===== src/rtl/sprite_pkg.sv =====
// rtl/sprite_pkg.sv - shared sizes, sprite codes and blitter states
package sprite_pkg;
  localparam int SPRITE_DIM     = 32;
  localparam int ROM_ADDR_WIDTH = 7;
  localparam int FB_ADDR_WIDTH  = 19;
  localparam int FB_W_DEFAULT   = 640;
  localparam int FB_H_DEFAULT   = 480;

  typedef enum logic [1:0] {
    SPR_WALL   = 2'd0,
    SPR_FLOOR  = 2'd1,
    SPR_PLAYER = 2'd2,
    SPR_UNUSED = 2'd3
  } sprite_code_e;

  typedef enum logic [1:0] {
    S_IDLE = 2'd0,
    S_LOAD = 2'd1,
    S_EMIT = 2'd2,
    S_DONE = 2'd3
  } blit_state_e;
endpackage


===== src/rtl/sprite_blitter_if.sv =====
// rtl/sprite_blitter_if.sv - sprite ROM read port and frame-buffer write handshake
interface sprite_blitter_if;
  logic [sprite_pkg::ROM_ADDR_WIDTH-1:0] rom_addr;
  logic [sprite_pkg::SPRITE_DIM-1:0]     rom_data;
  logic                                  fb_valid;
  logic                                  fb_ready;
  logic [sprite_pkg::FB_ADDR_WIDTH-1:0]  fb_addr;
  logic                                  fb_data;

  modport master (
    output rom_addr, fb_valid, fb_addr, fb_data,
    input  rom_data, fb_ready
  );

  modport slave (
    input  rom_addr, fb_valid, fb_addr, fb_data,
    output rom_data, fb_ready
  );
endinterface


===== src/rtl/sprite_row_shifter.sv =====
// rtl/sprite_row_shifter.sv - row word register shifted left one pixel per column
module sprite_row_shifter
  import sprite_pkg::*;
#(
  parameter int WIDTH = SPRITE_DIM
) (
  input  logic             clk,
  input  logic             rst_n,
  input  logic             load,
  input  logic             shift,
  input  logic [WIDTH-1:0] din,
  output logic             msb
);
  logic [WIDTH-1:0] row_q;

  always_ff @(posedge clk or negedge rst_n) begin
    if (!rst_n) begin
      row_q <= '0;
    end else if (load) begin
      row_q <= din;
    end else if (shift) begin
      row_q <= {row_q[WIDTH-2:0], 1'b0};
    end
  end

  assign msb = row_q[WIDTH-1];
endmodule


===== src/rtl/sprite_blitter.sv =====
// rtl/sprite_blitter.sv - walks a 32x32 1-bit sprite and emits clipped per-pixel writes
module sprite_blitter
  import sprite_pkg::*;
#(
  parameter int FB_W = FB_W_DEFAULT,
  parameter int FB_H = FB_H_DEFAULT
) (
  input  logic                    Clk,
  input  logic                    Reset_n,
  input  logic                    start,
  input  logic [1:0]              sprite_code,
  input  logic [9:0]              tile_x,
  input  logic [8:0]              tile_y,
  input  logic                    opaque,
  output logic                    busy,
  output logic                    done,
  sprite_blitter_if.master        bus
);
  localparam logic [4:0] LAST_IDX = 5'(SPRITE_DIM - 1);

  blit_state_e               state_q, state_nxt;
  sprite_code_e              code_q;
  logic [9:0]                x0_q;
  logic                      opq_q;
  logic [4:0]                row_q, col_q;
  logic [10:0]               x_q;
  logic [9:0]                y_q;
  logic [FB_ADDR_WIDTH-1:0]  row_base_q, fb_addr_q;
  logic                      pix_bit, pix_emit, col_step, shift_load;

  sprite_row_shifter #(.WIDTH(SPRITE_DIM)) u_shifter (
    .clk   (Clk),
    .rst_n (Reset_n),
    .load  (shift_load),
    .shift (col_step),
    .din   (bus.rom_data),
    .msb   (pix_bit)
  );

  always_ff @(posedge Clk or negedge Reset_n) begin
    if (!Reset_n) state_q <= S_IDLE;
    else          state_q <= state_nxt;
  end

  // Emission is decoded from registered state only; fb_ready just gates the step.
  always_comb begin
    state_nxt  = state_q;
    busy       = 1'b0;
    done       = 1'b0;
    shift_load = 1'b0;
    col_step   = 1'b0;
    pix_emit   = (state_q == S_EMIT) && (opq_q || pix_bit) &&
                 (x_q < 11'(FB_W)) && (y_q < 10'(FB_H));
    case (state_q)
      S_IDLE: if (start) state_nxt = S_LOAD;
      S_LOAD: begin
        busy       = 1'b1;
        shift_load = 1'b1;
        state_nxt  = S_EMIT;
      end
      S_EMIT: begin
        busy     = 1'b1;
        col_step = !pix_emit || bus.fb_ready;
        if (col_step && col_q == LAST_IDX)
          state_nxt = (row_q == LAST_IDX) ? S_DONE : S_LOAD;
      end
      S_DONE: begin
        done      = 1'b1;
        state_nxt = S_IDLE;
      end
      default: state_nxt = S_IDLE;
    endcase
  end

  // Row base accumulates FB_W per row so the only multiply happens once at start.
  always_ff @(posedge Clk or negedge Reset_n) begin
    if (!Reset_n) begin
      code_q     <= SPR_WALL;
      x0_q       <= '0;
      opq_q      <= 1'b0;
      row_q      <= '0;
      col_q      <= '0;
      x_q        <= '0;
      y_q        <= '0;
      row_base_q <= '0;
      fb_addr_q  <= '0;
    end else begin
      case (state_q)
        S_IDLE: if (start) begin
          code_q     <= sprite_code_e'(sprite_code);
          x0_q       <= tile_x;
          y_q        <= {1'b0, tile_y};
          opq_q      <= opaque;
          row_q      <= '0;
          row_base_q <= FB_ADDR_WIDTH'(tile_y) * FB_ADDR_WIDTH'(FB_W);
        end
        S_LOAD: begin
          col_q     <= '0;
          x_q       <= {1'b0, x0_q};
          fb_addr_q <= row_base_q + FB_ADDR_WIDTH'(x0_q);
        end
        S_EMIT: if (col_step) begin
          col_q     <= col_q + 5'd1;
          x_q       <= x_q + 11'd1;
          fb_addr_q <= fb_addr_q + 1'b1;
          if (col_q == LAST_IDX && row_q != LAST_IDX) begin
            row_q      <= row_q + 5'd1;
            y_q        <= y_q + 10'd1;
            row_base_q <= row_base_q + FB_ADDR_WIDTH'(FB_W);
          end
        end
        default: ;
      endcase
    end
  end

  assign bus.rom_addr = {code_q, row_q};
  assign bus.fb_valid = pix_emit;
  assign bus.fb_addr  = fb_addr_q;
  assign bus.fb_data  = pix_bit;
endmodule


===== src/flat_wrapper.sv =====
// flat-port wrapper written by rule: the top's interface ports become plain ports
module sprite_blitter_flat import sprite_pkg::*;
#(
  parameter int FB_W = FB_W_DEFAULT,
  parameter int FB_H = FB_H_DEFAULT
)
  (Clk, Reset_n, start, sprite_code, tile_x, tile_y, opaque, busy, done, bus_rom_addr, bus_fb_valid, bus_fb_addr, bus_fb_data, bus_rom_data, bus_fb_ready);
  sprite_blitter_if bus_i ();
  input  logic Clk;
  input  logic Reset_n;
  input  logic start;
  input  logic [1:0] sprite_code;
  input  logic [9:0] tile_x;
  input  logic [8:0] tile_y;
  input  logic opaque;
  output logic busy;
  output logic done;
  output wire logic [$bits(bus_i.rom_addr)-1:0] bus_rom_addr;
  output wire logic [$bits(bus_i.fb_valid)-1:0] bus_fb_valid;
  output wire logic [$bits(bus_i.fb_addr)-1:0] bus_fb_addr;
  output wire logic [$bits(bus_i.fb_data)-1:0] bus_fb_data;
  input wire logic [$bits(bus_i.rom_data)-1:0] bus_rom_data;
  input wire logic [$bits(bus_i.fb_ready)-1:0] bus_fb_ready;
  assign bus_rom_addr = bus_i.rom_addr;
  assign bus_fb_valid = bus_i.fb_valid;
  assign bus_fb_addr = bus_i.fb_addr;
  assign bus_fb_data = bus_i.fb_data;
  assign bus_i.rom_data = bus_rom_data;
  assign bus_i.fb_ready = bus_fb_ready;
  sprite_blitter #(.FB_W(FB_W), .FB_H(FB_H)) u_core (.Clk(Clk), .Reset_n(Reset_n), .start(start), .sprite_code(sprite_code), .tile_x(tile_x), .tile_y(tile_y), .opaque(opaque), .busy(busy), .done(done), .bus(bus_i));
endmodule

===== config.mk =====
export PLATFORM = sky130hd
export DESIGN_NAME = sprite_blitter_flat
export DESIGN_NICKNAME = d
export VERILOG_FILES = /design/src/rtl/sprite_pkg.sv /design/src/rtl/sprite_blitter_if.sv /design/src/rtl/sprite_row_shifter.sv /design/src/rtl/sprite_blitter.sv /design/src/flat_wrapper.sv
export SDC_FILE = /design/constraint.sdc
export NUM_CORES = 1
export LEC_CHECK = 0
export BUFFER_PORTS_ARGS = -buffer_cell sky130_fd_sc_hd__buf_2
export CORE_ASPECT_RATIO = 0.6
export CORE_MARGIN = 3
export CORE_UTILIZATION = 50
export DETAILED_ROUTE_END_ITERATION = 12
export GPL_ROUTABILITY_DRIVEN = 1
export PLACE_DENSITY = 0.79
export SETUP_SLACK_MARGIN = 0.1
export SLEW_MARGIN = 20
export SYNTH_ARGS = -nofsm -noshare
export SYNTH_HDL_FRONTEND = slang
export SYNTH_SLANG_ARGS = --single-unit

===== constraint.sdc =====
create_clock -name Clk -period 5.4 [get_ports Clk]
set_input_delay 1.62 -clock Clk [delete_from_list [all_inputs] [get_ports Clk]]
set_output_delay 1.62 -clock Clk [all_outputs]
set_load 0.01 [all_outputs]

==> results of run 1 <==
worst max path at each step:
stage                            from                     to  slack [ns]  depth (start not counted)
finish              u_core.state_q[0]           bus_fb_valid        1.73                          5
global route        u_core.state_q[0]           bus_fb_valid        1.62                          5
CTS                 u_core.state_q[0]           bus_fb_valid        1.74                          5
detailed placement          tile_y[3]  u_core.row_base_q[18]        1.54                          9
global placement            tile_y[1]  u_core.row_base_q[18]        1.63                          9
floorplan                   tile_y[1]  u_core.row_base_q[18]        1.89                          8
registers in the layout (all words and copies together) (netlist names), 2 cells and up:
name and cells:
u_core.row_base_q 12, u_core.x_q 11, u_core.col_q 5, u_core.x0_q 10, u_core.bus.fb_addr 19, u_core.y_q 10
u_core.row_q 5, u_core.code_q 2, u_core.state_q 2, u_core.u_shifter.row_q 32
layout make-up:
type / instances / area [um^2]
clock buffer: 9 / 225
clock inverter: 7 / 77.6
fill: 1073 / 5030
inverter: 12 / 45.0
multi-input combinational: 556 / 3680
sequential: 109 / 2730
tap: 165 / 206
timing repair buffer: 94 / 490
logic make-up after synthesis:
group | Yosys count
flip-flops | 109
multiplexers | 58
XOR/XNOR | 27
buffers and inverters | 51
AO/OA/AOI/OAI | 197
adder cells (fa/ha/maj) | 31
AND/OR/NAND/NOR | 242
other | 1
layout by cell type (no fill, tap or decap), drive strengths merged, types with 4 or more instances in the layout:
cell	instances
and4	9
mux2	15
o21ai	84
buf	94
o22ai	10
clkbuf	9
inv	15
nand3	25
nor2	41
xor2	16
a311oi	5
xnor2	11
a21oi	45
nor2b	7
and2	4
a211oi	13
mux2i	43
ha	30
nand4	14
and3	17
nand2	93
a21o	4
nor3	14
dfrtp	109
worst max-delay path, cell delays in order (launching register included):
cell and delay [ns]:
dfrtp_1 0.40, inv_1 0.10, ha_2 0.19, inv_1 0.68
nor3_1 0.13, buf_2 0.18
synthesized netlist by cell type, types with 2 or more instances:
library cell | number | area share
a221oi_1 | 3 | 0.0040
o221ai_1 | 3 | 0.0040
nand2b_1 | 3 | 0.0028
clkbuf_1 | 22 | 0.012
and3_1 | 17 | 0.016
ha_1 | 30 | 0.057
nor3b_1 | 2 | 0.0023
buf_6 | 2 | 0.0034
o22ai_1 | 10 | 0.0094
xor2_1 | 16 | 0.021
a31oi_1 | 3 | 0.0028
dfrtp_1 | 109 | 0.41
nor2_1 | 40 | 0.023
a22oi_1 | 2 | 0.0023
nand2_1 | 93 | 0.053
a21oi_1 | 44 | 0.033
o21a_1 | 2 | 0.0023
o221a_2 | 3 | 0.0051
nor3_1 | 13 | 0.0098
o21ai_1 | 2 | 0.0015
o2bb2ai_1 | 2 | 0.0026
a221o_1 | 3 | 0.0045
a211oi_1 | 13 | 0.015
a21o_1 | 4 | 0.0045
or4_1 | 2 | 0.0023
mux2i_1 | 43 | 0.065
buf_2 | 10 | 0.0075
o32ai_1 | 2 | 0.0026
o22a_1 | 2 | 0.0026
o21ai_0 | 80 | 0.060
buf_4 | 3 | 0.0034
a311oi_1 | 5 | 0.0066
nand4_1 | 13 | 0.012
buf_1 | 2 | 0.0011
a32oi_1 | 2 | 0.0026
nor2b_1 | 7 | 0.0066
inv_1 | 12 | 0.0068
nand3_1 | 25 | 0.019
and4_1 | 8 | 0.011
or3_1 | 3 | 0.0028
and2_1 | 4 | 0.0038
mux2_2 | 14 | 0.024
o21ai_2 | 2 | 0.0026
xnor2_1 | 11 | 0.015
where the power goes:
| group | total [mW] | internal [mW] | switching, mW | leakage, nW |
|---|---|---|---|---|
| clock | 0.673 | 0.329 | 0.344 | 0.144 |
| sequential | 1.65 | 1.21 | 0.439 | 1.32 |
| combinational | 2.05 | 0.838 | 1.21 | 1.79 |
| total | 4.37 | 2.38 | 2.00 | 3.25 |
routing by layer:
layer | share of wire | routed length (um) | track usage | vias up
met2 | 0.42 | 7200 | 0.337 | 252
met4 | 0.016 | 277 | 0.0632 | 0
met3 | 0.092 | 1600 | 0.0649 | 27
met1 | 0.48 | 8210 | 0.357 | 2826
met5 | 0 | 0 | 0 | -
li1 | - | - | - | 2762
through the flow:
step | setup slack, ns | instance area, um^2
3_3_place_gp | 1.63 | 7150
2_1_floorplan | 1.89 | 6640
6_report | 1.73 | 7460
4_1_cts | 1.74 | 7460
5_1_grt | 1.62 | 7460
3_5_place_dp | 1.54 | 7150
==> flow_summary.toml, run 1 <==
[logic_synthesis]
synth.ff_latch_count = 109
synth_top_family_by_area = "simple AND/OR/NAND/NOR gates"
synthSimpleGateAreaFrac = 0.184
synth_compound_gate_area_share = 0.184
ys.flop_type = "dfrtp_1"
ys_seq_area_frac = 0.411
syn_avg_cell_area_um2 = 9.27
synth_nets = 805
syn-cell-area_um2 = 6640
synth_warnings = 0
synthXorXnorAreaFrac = 0.0356
yosysUniqueCellTypes = 69
synthAdderAreaFrac = 0.0596
netlist_instances = 716
synthArstFlopShare = 1.00
synth_edf_count = 0
muxShareOfSynthArea = 0.0903

[clock_tree]
cts_setup_buffers = 0
hold_buffers = 0
clk_pin_slew_ns = 0.08
cts.sinks = 109
clockRootBuffer = "clkbuf_16"
cts_buffer_depth = 2
cts_resized = 0
htree_levels = 3
tritoncts = "done"
clock_latency_ns = 0.36
cts_inserted_buffers = 9

[floorplanning]
num_rows = 31
core_um2 = 12500
dieWidth_um = 155
dieArea_um2 = 14700
ioPinCount = 88
start_util = 0.531
die_h_um = 95.3

[detailed_routing]
num_vias = 5867
first_pass_iters = 5
ant_nets = 0
drc = 0
wl_um = 17300
drt-initial-drc-count = 597
wl_per_cell_um = 18.2
via_per_inst = 6.16

[sta]
finalHoldViolations = 0
min_period_over_period = 0.679
fmax_mhz = 273
final-setup-viol-count = 0
finClkSkew_ns = 0.00972
maxSlewHeadroom = 0.285
drv_slew = 0
hold_ws_ns = 0.504
tightest_slew_ns = 1.07
min_period_ns = 3.67
setup_tns_ns = 0
rsz0062_at_grt = "false"

[run]
cap_violations = 0

[global_routing]
first_global_vias = 5435
grt_pass1_wl_um = 28000
antenna_found_initial = 0
grt_max_degree = 86
grtUsageTotal = 0.237
overflow = 0

[layout]
diodes = 0
stdcell_count = 952
nets = 871
drive_gt1_frac = 0.180
utilization = 0.597
syn_to_final_growth_pct = 12.3

[place]
numPlacedInstances = 936
globalplace.congestion = 0.902
io_buffer_count = 87
dp_hpwl_um = 12400

[power]
leakagePower_nw = 3.25
finalPower_mw = 4.37
irDropWorstVdd_mv = 0.300
power_density_nw_per_um2 = 586

[worst_setup_path]
critPathArrivalTime_ns = 2.05
end_kind = "output port"
cp_max_fo = 24
rr_startpoint = "u_core.state_q[0]"
reg2reg_to = "u_core.row_base_q[18]"
rr_worst_depth = 8
path_class = "flop to output port"
crit_required_ns = 3.78
start_kind = "flop"
ff2ff_setup_slack_ns = 2.05

[min_path]
min_path_cells = 2
min-delay-start = "u_core.row_q[4]"
holdPathEnd = "u_core.row_q[4]"
hp-class = "flop to flop"

[run_status]
status = "finished, final reports clean"
(Power assumes the default switching activity.)
==> run 2, diff against run 1 <==
Settings changed: PLACE_DENSITY 0.79 to 0.81.
Clock period 5.4 ns to 3.3 ns, I/O delays scaled along.
==> run 2 against run 1 <==
Global-route usage is 0.25 points lower. Clock power is 62% higher. Register-to-register slack worse by 1.3 ns. First-iteration DRC count is 8.2% higher. Final area is 0.86% higher. Hold slack better by 0.0039 ns. Via count is 2.1% lower. Sequential share of layout area is 0.31 points lower. Non-clock buffer count is 7 higher. Flip-flop and latch count stayed put.
==> flow_summary.toml, run 2 (synthesis results as in run 1) <==
[floorplanning]
num_rows = 31
die_h_um = 95.3
dieWidth_um = 155
ioPinCount = 88
dieArea_um2 = 14700
core_um2 = 12500
start_util = 0.531

[layout]
utilization = 0.602
final_cell_mix = "dfrtp_1 (109), nand2_1 (93), buf_2 (86), o21ai_0 (80), a21oi_1 (44)"
regMostFlops = "u_core.u_shifter.row_q"
largest_reg_flops = 32
finalInstanceArea_um2 = 7520
stdcell_count = 959
diodes = 0
nets = 878
syn_to_final_growth_pct = 13.3
final_common_cell = "dfrtp_1"
drive_gt1_frac = 0.188

[detailed_routing]
drt-initial-drc-count = 646
ant_nets = 0
wl_um = 16800
via_per_inst = 5.99
drc = 0
wl_per_cell_um = 17.6
first_pass_iters = 5
num_vias = 5746

[clock_tree]
cts_resized = 0
hold_buffers = 0
htree_levels = 3
cts_setup_buffers = 0
clk_pin_slew_ns = 0.08
tritoncts = "done"
cts_inserted_buffers = 9
cts.sinks = 109
cts_buffer_depth = 2
clock_latency_ns = 0.36
clockRootBuffer = "clkbuf_16"

[worst_setup_path]
worst-path-buf-inv = 1
reg2reg_to = "u_core.bus.fb_addr[14]"
cpMostUsedCell = "ha_1"
critPathMaxStageDelay_ns = 0.40
path_class = "input port to flop"
path_cells = "buf_2, ha_1, ha_1, fa_1, a21o_1, a221oi_1, o21bai_1, a32oi_1, o21ai_0"
ff2ff_setup_slack_ns = 0.73
cp-startpoint = "tile_y[1]"
cpMaxStageDelayCell = "fa_1"
rr_startpoint = "u_core.state_q[0]"
cp_max_fo = 2
cp_top_family = "compound AO/OA/AOI/OAI gates"
start_kind = "input port"
end_kind = "flop"
critPathArrivalTime_ns = 3.06
crit_required_ns = 3.53
rr_worst_depth = 9

[global_routing]
grt_max_degree = 86
overflow = 0
grt_pass1_wl_um = 27700
antenna_found_initial = 0
first_global_vias = 5288
grtUsageTotal = 0.235

[power]
irDropWorstVdd_mv = 0.464
leakagePower_nw = 3.30
finalPower_mw = 7.17
power_density_nw_per_um2 = 953

[sta]
final-setup-viol-count = 0
finalHoldViolations = 0
finClkSkew_ns = 0.00954
hold_ws_ns = 0.508
min_period_ns = 2.83
rsz0062_at_grt = "false"
maxSlewHeadroom = 0.473
fmax_mhz = 353
timing.final.ws_setup_ns = 0.469
setup_tns_ns = 0
min_period_over_period = 0.858
tightest_slew_ns = 0.790
drv_slew = 0

[run]
cap_violations = 0

[min_path]
min-delay-start = "u_core.row_q[4]"
hp-class = "flop to flop"
min_path_cells = 2
holdPathEnd = "u_core.row_q[4]"

[run_status]
status = "finished, final reports clean"

[place]
io_buffer_count = 87
placed_area_um2 = 7220
numPlacedInstances = 943
pre_cts_ws_ns = 0.108
globalplace.congestion = 0.954
dp_hpwl_um = 12400
-- run 2: changes by cell type in the layout (fill, tap and decap cells not counted) --
cell,before,now
inv_6,2,1
buf_4,8,14
clkinv_8,2,1
buf_12,0,1
clkinvlp_4,1,0
clkinv_4,1,2
inv_8,1,3
-- run 2: worst max-delay path by stage --
| stage | end | slack (ns) | cells after the start |
|---|---|---|---|
| 2_1_floorplan | u_core.row_base_q[18] | 0.42 | 8 |
| 3_3_place_gp | u_core.row_base_q[18] | 0.22 | 9 |
| 3_5_place_dp | u_core.row_base_q[18] | 0.11 | 9 |
| 4_1_cts | u_core.row_base_q[18] | 0.50 | 9 |
| 5_1_grt | u_core.row_base_q[18] | 0.34 | 9 |
| 6_report | u_core.row_base_q[18] | 0.47 | 9 |
-- run 2: where the power goes --
group | switching (mW) | internal [mW]
sequential | 0.719 | 1.98
clock | 0.553 | 0.541
combinational | 1.96 | 1.42
total | 3.23 | 3.94
-- run 2: final cells by class --
type                            count  area, um^2
Inverter                           12        45.0
Sequential cell                   109        2730
Fill cell                        1084        4970
Clock inverter                      7        76.3
Clock buffer                        9         225
Timing Repair Buffer              101         556
Multi-Input combinational cell    556        3680
Tap cell                          165         206
-- run 2: routing by layer --
layer  up-vias  wire length, um  global-route usage  part of all wire
li1       2780                -                   -                 -
met1      2680             8230               0.369              0.49
met2       267             6700               0.319              0.40
met3        19             1710              0.0599              0.10
met4         0              201              0.0551             0.012
met5         -                0                   0                 0
-- run 2: worst min-delay path, delay by kind of cell, from the launching register on --
kind | cells | cell delay (ns)
AND/OR/NAND/NOR | 2 | 0.11
flip-flops | 1 | 0.37
